<file path="src/rtl/ram_arb_pkg.sv">
// rtl/ram_arb_pkg.sv - master ids, default widths and command/read-tag types for ram_arb_2m
package ram_arb_pkg;

  localparam logic M0     = 1'b0;
  localparam logic M1     = 1'b1;
  localparam int   AW_DEF = 5;
  localparam int   DW_DEF = 8;

  typedef struct packed {
    logic              we;
    logic [AW_DEF-1:0] addr;
    logic [DW_DEF-1:0] wdata;
  } cmd_t;

  typedef struct packed {
    logic vld;
    logic id;
  } rd_tag_t;

endpackage

</file>
<file path="src/rtl/rr_arb2.sv">
// rtl/rr_arb2.sv - two-way arbiter with last-grant pointer; RAM_ARB_FIXED_PRIO_EN selects fixed m0 priority
module rr_arb2
  import ram_arb_pkg::*;
(
  input  logic       clk,
  input  logic       rst_n,
  input  logic [1:0] req,
  input  logic       adv,
  output logic [1:0] gnt
);

`ifdef RAM_ARB_FIXED_PRIO_EN
  logic unused_ok;
  assign unused_ok = &{1'b0, clk, rst_n, adv};

  assign gnt[0] = req[0];
  assign gnt[1] = req[1] & ~req[0];
`else
  logic last_q;

  // On a tie the requester that was not granted last time wins.
  assign gnt[0] = req[0] & (~req[1] | (last_q == M1));
  assign gnt[1] = req[1] & (~req[0] | (last_q == M0));

  always_ff @(posedge clk or negedge rst_n) begin
    if (!rst_n) begin
      last_q <= M1;
    end else if (adv) begin
      last_q <= gnt[1] ? M1 : M0;
    end
  end
`endif

endmodule

</file>
<file path="src/rtl/ram_arb_2m.sv">
// rtl/ram_arb_2m.sv - shares one synchronous single-port RAM between two requesters (RAM_ARB_FIXED_PRIO_EN: fixed priority)
module ram_arb_2m
  import ram_arb_pkg::*;
#(
  parameter int AW     = AW_DEF,
  parameter int DW     = DW_DEF,
  parameter int RD_LAT = 1
) (
  input  logic          clk,
  input  logic          rst_n,
  input  logic          m0_req,
  input  logic          m0_we,
  input  logic [AW-1:0] m0_addr,
  input  logic [DW-1:0] m0_wdata,
  output logic          m0_gnt,
  output logic [DW-1:0] m0_rd_data,
  output logic          m0_rd_vld,
  input  logic          m1_req,
  input  logic          m1_we,
  input  logic [AW-1:0] m1_addr,
  input  logic [DW-1:0] m1_wdata,
  output logic          m1_gnt,
  output logic [DW-1:0] m1_rd_data,
  output logic          m1_rd_vld,
  output logic          ram_en,
  output logic          ram_we,
  output logic [AW-1:0] ram_addr,
  output logic [DW-1:0] ram_wr_data,
  input  logic [DW-1:0] ram_rd_data
);

  logic [1:0]    gnt;
  logic          any_gnt;
  logic          sel_we;
  logic [AW-1:0] sel_addr;
  logic [DW-1:0] sel_wdata;
  rd_tag_t       tag_q [RD_LAT+1];
  rd_tag_t       tail;

  assign any_gnt = |gnt;

  rr_arb2 u_arb (
    .clk   (clk),
    .rst_n (rst_n),
    .req   ({m1_req, m0_req}),
    .adv   (any_gnt),
    .gnt   (gnt)
  );

  assign m0_gnt = gnt[0];
  assign m1_gnt = gnt[1];

  always_comb begin
    sel_we    = m0_we;
    sel_addr  = m0_addr;
    sel_wdata = m0_wdata;
    if (gnt[1]) begin
      sel_we    = m1_we;
      sel_addr  = m1_addr;
      sel_wdata = m1_wdata;
    end
  end

  // Address and write data hold across idle cycles; only en/we drop.
  always_ff @(posedge clk or negedge rst_n) begin
    if (!rst_n) begin
      ram_en      <= 1'b0;
      ram_we      <= 1'b0;
      ram_addr    <= '0;
      ram_wr_data <= '0;
    end else begin
      ram_en <= any_gnt;
      ram_we <= any_gnt & sel_we;
      if (any_gnt) begin
        ram_addr    <= sel_addr;
        ram_wr_data <= sel_wdata;
      end
    end
  end

  // Stage 0 lines up with the RAM command; the tail lines up with returned data.
  always_ff @(posedge clk or negedge rst_n) begin
    if (!rst_n) begin
      for (int i = 0; i <= RD_LAT; i++) tag_q[i] <= '0;
    end else begin
      tag_q[0] <= '{vld: any_gnt & ~sel_we, id: gnt[1]};
      for (int i = 1; i <= RD_LAT; i++) tag_q[i] <= tag_q[i-1];
    end
  end

  assign tail      = tag_q[RD_LAT];
  assign m0_rd_vld = tail.vld & (tail.id == M0);
  assign m1_rd_vld = tail.vld & (tail.id == M1);

  assign m0_rd_data = ram_rd_data;
  assign m1_rd_data = ram_rd_data;

endmodule

</file>
<file path="config.mk">
export PLATFORM = sky130hd
export DESIGN_NAME = ram_arb_2m
export DESIGN_NICKNAME = d
export VERILOG_FILES = /design/src/rtl/ram_arb_pkg.sv /design/src/rtl/rr_arb2.sv /design/src/rtl/ram_arb_2m.sv
export SDC_FILE = /design/constraint.sdc
export NUM_CORES = 1
export LEC_CHECK = 0
export ABC_CLOCK_PERIOD_IN_PS = 2900
export BUFFER_PORTS_ARGS = -buffer_cell sky130_fd_sc_hd__buf_2
export CAP_MARGIN = 20
export CORE_MARGIN = 4
export CORE_UTILIZATION = 42
export CTS_CLUSTER_SIZE = 40
export DETAILED_ROUTE_END_ITERATION = 10
export GPL_TIMING_DRIVEN = 1
export PLACE_DENSITY = 0.79
export SLEW_MARGIN = 0
export SYNTH_ARGS = -nofsm -noshare
export SYNTH_HDL_FRONTEND = slang
export SYNTH_HIERARCHICAL = 1
export SYNTH_SLANG_ARGS = --single-unit
</file>
<file path="constraint.sdc">
create_clock -name clk -period 2.9 [get_ports clk]
set_clock_uncertainty 0.05 [all_clocks]
set_input_delay 0.58 -clock clk [delete_from_list [all_inputs] [get_ports clk]]
set_output_delay 0.58 -clock clk [all_outputs]
set_load 0.02 [all_outputs]
</file>
---- Word level (Yosys, flattened, before mapping) ----
Cells that the tools add are included.
operators by class
  multiplexer cells ....................... 4
  bitwise operators ....................... 13
  reductions and logical operators ........ 1
operators by type and width
  kind              count
  $mux W8           1
  $and A1 B1 Y1     6
  $mux W5           1
  $not A1 Y1        5
  $mux W1           2
  $or A1 B1 Y1      2
  $reduce_or A2 Y1  1
word-level totals
  register bits after elaboration ......... 20
  input bits .............................. 40
  output and inout port bits .............. 35
  logic and storage cells ................. 27

---- Longest topological paths before layout ----
  word-level depth ........................ 6
  mapped depth ............................ 6
  mapped depth without buffers ............ 4

---- Cells and area by module ----
The synthesis kept the hierarchy.
by module, submodules not included
  module      times used  cells an instance  area each (um2)  sequential area each (um2)
  ram_arb_2m  1           88                 934.6            475.5
  rr_arb2     1           5                  63.8             26.3

---- Worst setup path before layout ----
No wires, ideal clock.
  path kind ............................... in2reg
  start point ............................. input m0_req
  end point ............................... register u_arb.last_q
  setup time .............................. 0.082 ns
  arrival time ............................ 1.969 ns
  data required time ...................... 2.768 ns
  setup slack ............................. 0.799 ns
  cell stages on the path ................. 5
  buffers on the path ..................... 2
  path through ............................ a21boi_0 -> buf_6 -> buf_12 -> or2_1 -> mux2_4
on the way
  longest elaborated chain between the ends .. 4
  elaborated cells between the ends (all ways) .. 6
  classes of those cells .................. 1 x mux; 4 x bitwise; 1 x reduce/logical
RTL lines
  what                    RTL line          source
  start: declaration      ram_arb_2m.sv:11  input logic m0_req,
  $not A1 Y1              rr_arb2.sv:23     assign gnt[1] = req[1] & (~req[0] | (last_q == M0));
  $or A1 B1 Y1            rr_arb2.sv:23
  $and A1 B1 Y1           rr_arb2.sv:23
  $reduce_or A2 Y1 (*)    ram_arb_2m.sv:40  assign any_gnt = |gnt;
  net any_gnt             ram_arb_2m.sv:33  logic any_gnt;
  end signal: assignment  rr_arb2.sv:29     last_q <= gnt[1] ? M1 : M0;
  end: declaration        rr_arb2.sv:19     logic last_q;
Mark *: on every way through the listed nets, which the timed path passes. The rest lies on a longest branch.
A chain may end at the register's enable or synchronous reset.

---- Worst setup path after layout ----
  start point ............................. input m1_req
  end point ............................... output m1_gnt
on the way
  longest elaborated chain between the ends .. 1
RTL lines
  what                RTL line          source
  start: declaration  ram_arb_2m.sv:18  input logic m1_req,
  $and A1 B1 Y1       rr_arb2.sv:23
  end: declaration    ram_arb_2m.sv:22  output logic m1_gnt,
Every way passes these cells.

==> results.sh <==
export IMPL_synthTopCellsByArea="dfrtp_1, mux2i_1, buf_4, nand2_1, o21ai_1"
export IMPL_clock_path_buffers=2
export IMPL_cts_tree="done"
export IMPL_ir_drop_mv=0.2598
export IMPL_drt_iter0_drc=17
export IMPL_vias_per_cell=4.551
export IMPL_ys_warn_count=6
export IMPL_hold_viol_final=0
export IMPL_min_period_ns=1.954
export IMPL_final_cell_area_mm2=0.001171
export IMPL_dpl_cell_area_mm2=0.001135
export IMPL_numCtsBuffers=3
export IMPL_dp_hpwl_mm=1.535
export IMPL_grt_pass1_wl_mm=3.249
export IMPL_synthCells=93
export IMPL_critPathRequiredTime_ns=2.27
export IMPL_clk_latency_ns=0.29
export IMPL_timing_fmax_ghz=0.5116
export IMPL_fp_dieH_um=56.76
export IMPL_ios=75
export IMPL_grt_overflow=0
export IMPL_io_buffers=50
export IMPL_instances_no_fill=156
export IMPL_grt_pass1_vias=772
export IMPL_clockPowerShare=0.220
export IMPL_finalSetupViolCount=0
export IMPL_synth_largest_area_cell="dfrtp_1"
export IMPL_diodes=0
export IMPL_dp_cells=152
export IMPL_end_kind="output port"
export IMPL_postCtsSetupBuffers=0
export IMPL_wl_mm=1.912
export IMPL_worstSetupStartpointType="input port"
export IMPL_fillCellCount=215
export IMPL_finalCritPeriodShare=0.6740
export IMPL_initial_utilization=0.4471
export IMPL_htree_levels=1
export IMPL_p_leak_nw=0.6211
export IMPL_drc=0
export IMPL_power_density_mw_per_mm2=597.2
export IMPL_core_mm2=0.002233
export IMPL_area_growth_pct=17.29
export IMPL_tns_ns=0
export IMPL_outcome="finished clean"
export IMPL_arrival_ns=1.32
export IMPL_syn_nets=133
export IMPL_ys_flop_type="dfrtp_1"
export IMPL_die_area_mm2=0.003221
export IMPL_antenna_found_initial=0
export IMPL_clock_sinks=20
export IMPL_vias=710
export IMPL_track_usage=0.1295
export IMPL_synth_most_common_cell="dfrtp_1"
export IMPL_nets=169
export IMPL_syn_area_um2=998.5
export IMPL_post_drt_wl_per_cell_um=12.26
export IMPL_path_max_fanout=33
export IMPL_grt_start_max_net_pins=34
export IMPL_synth_edf_count=0
export IMPL_first_pass_iters=4
export IMPL_finalWeightedCongestion=0.7739
export IMPL_synth_cell_type_count=20
export IMPL_grt_setup_unrepaired="false"
export IMPL_max_slew_worst_pin_slew_ns=0.4296
export IMPL_power_mw=0.6994
export IMPL_antenna_left=0
export IMPL_yosysSeqAreaShare=0.5025
export IMPL_p_sw_frac=0.3118
export IMPL_die_width_um=56.76
export IMPL_synthTopCellsByCount="dfrtp_1, buf_4, nand2_1"
export IMPL_max_slew_margin_rel=0.7136
export IMPL_drv_cap=0
export IMPL_postCtsResizedCells=0
export IMPL_final_layout_size_suffix_gt1_frac=0.4688
export IMPL_synth_top_area_share=0.4762
export IMPL_drv_slew=0
export IMPL_seqPwrFrac=0.489
export IMPL_combPwrFrac=0.291
export IMPL_holdCritPathClass="in2async"
export IMPL_row_count=17
export IMPL_internal_power_mw=0.4813
export IMPL_worstSetupPathType="in2out"
export IMPL_syn_avg_cell_area_um2=10.74
export IMPL_path_clk_slew_ns=0.11
export IMPL_async_reset_ff_frac=1.000
export IMPL_p_sw_mw=0.2180
export IMPL_hold_buffers=0
export IMPL_clock_tree_root_cell="clkbuf_4"
export IMPL_synth_seq_cells=20
-- registers in the layout, summed over array words and instances, names as in the netlist --
signal,cells
ram_wr_data,8
tag_q,4
ram_en,1
ram_we,1
u_arb/last_q,1
ram_addr,5
-- cell usage in the layout, fill, tap and decap left out --
cell	netlist	final
nor2b_1	1	1
o21ai_0	5	5
clkbuf_4	0	3
or2_1	1	1
mux2_4	1	1
buf_2	1	50
nand2_1	14	14
o21ai_1	9	9
dfrtp_1	19	19
clkbuf_8	0	1
o22ai_1	1	1
buf_4	17	2
and2_1	1	1
a21boi_2	1	2
dfstp_2	1	1
mux2i_1	13	13
inv_1	3	3
nand2b_1	1	1
-- layout make-up --
class | instances | area (um2) | area share
flip-flops and latches | 20 | 501.7 | 0.4284
multi-input cells | 49 | 321.6 | 0.2746
repair buffers | 52 | 265.3 | 0.2265
clock buffers | 4 | 36.28 | 0.03098
well taps | 28 | 35.03 | 0.02991
inverters | 3 | 11.26 | 0.009615
-- metrics by stage --
stage                     worst slack, ns  hold slack, ns    util
after floorplan                    0.7991          0.2344       -
after detailed placement           0.9337          0.2902  0.5081
after global routing               0.8570          0.1728  0.5244
final                              0.9455          0.1611  0.5244
after global placement             0.9667          0.2825  0.5081
after CTS                          0.9292          0.1630  0.5244
-- kinds of logic (layout without fill, tap and decap cells) --
| logic type | after synthesis | in the layout | share of synthesized area |
|---|---|---|---|
| DFF | 20 | 20 | 0.5025 |
| buffers and inverters | 24 | 59 | 0.1792 |
| and+or+nand+nor | 18 | 18 | 0.07771 |
| muxes | 14 | 14 | 0.1454 |
| AOI/OAI and AO/OA | 17 | 17 | 0.09524 |
-- power groups by stage --
stage / sequential, mW / combinational, mW / clock [mW]
finish: 0.342 / 0.203 / 0.154
CTS: 0.343 / 0.207 / 0.161
global route: 0.348 / 0.224 / 0.174
detailed placement: 0.349 / 0.207 / 0
global placement: 0.346 / 0.203 / 0
floorplan: 0.391 / 0.122 / 0
-- critical path, cell delays in order --
cell and delay (ns):
buf_2 0.09, a21boi_2 0.14, buf_4 0.29, buf_2 0.22
-- per-layer routing --
layer	up-vias	routed length, um	global-route usage
met5	-	0	0
met4	0	32	0.08609
met3	4	214	0.04138
met2	35	968	0.2145
met1	311	696	0.1398
li1	360	-	-
-- worst paths after layout --
path | start | end | slack [ns] | depth (start not counted)
worst max-delay path | m1_req | m1_gnt | 0.95 | 4
worst min-delay path | rst_n | ram_addr[0] | 0.16 | 1
worst max register to register | u_arb/last_q | u_arb/last_q | 1.29 | 5
worst min register to register | tag_q[3] | tag_q[1] | 0.31 | 0
max in group asynchronous | rst_n | u_arb/last_q | 2.31 | 1
min in group clk | tag_q[3] | tag_q[1] | 0.31 | 0
Note: power is estimated with default switching activity, not from simulation.
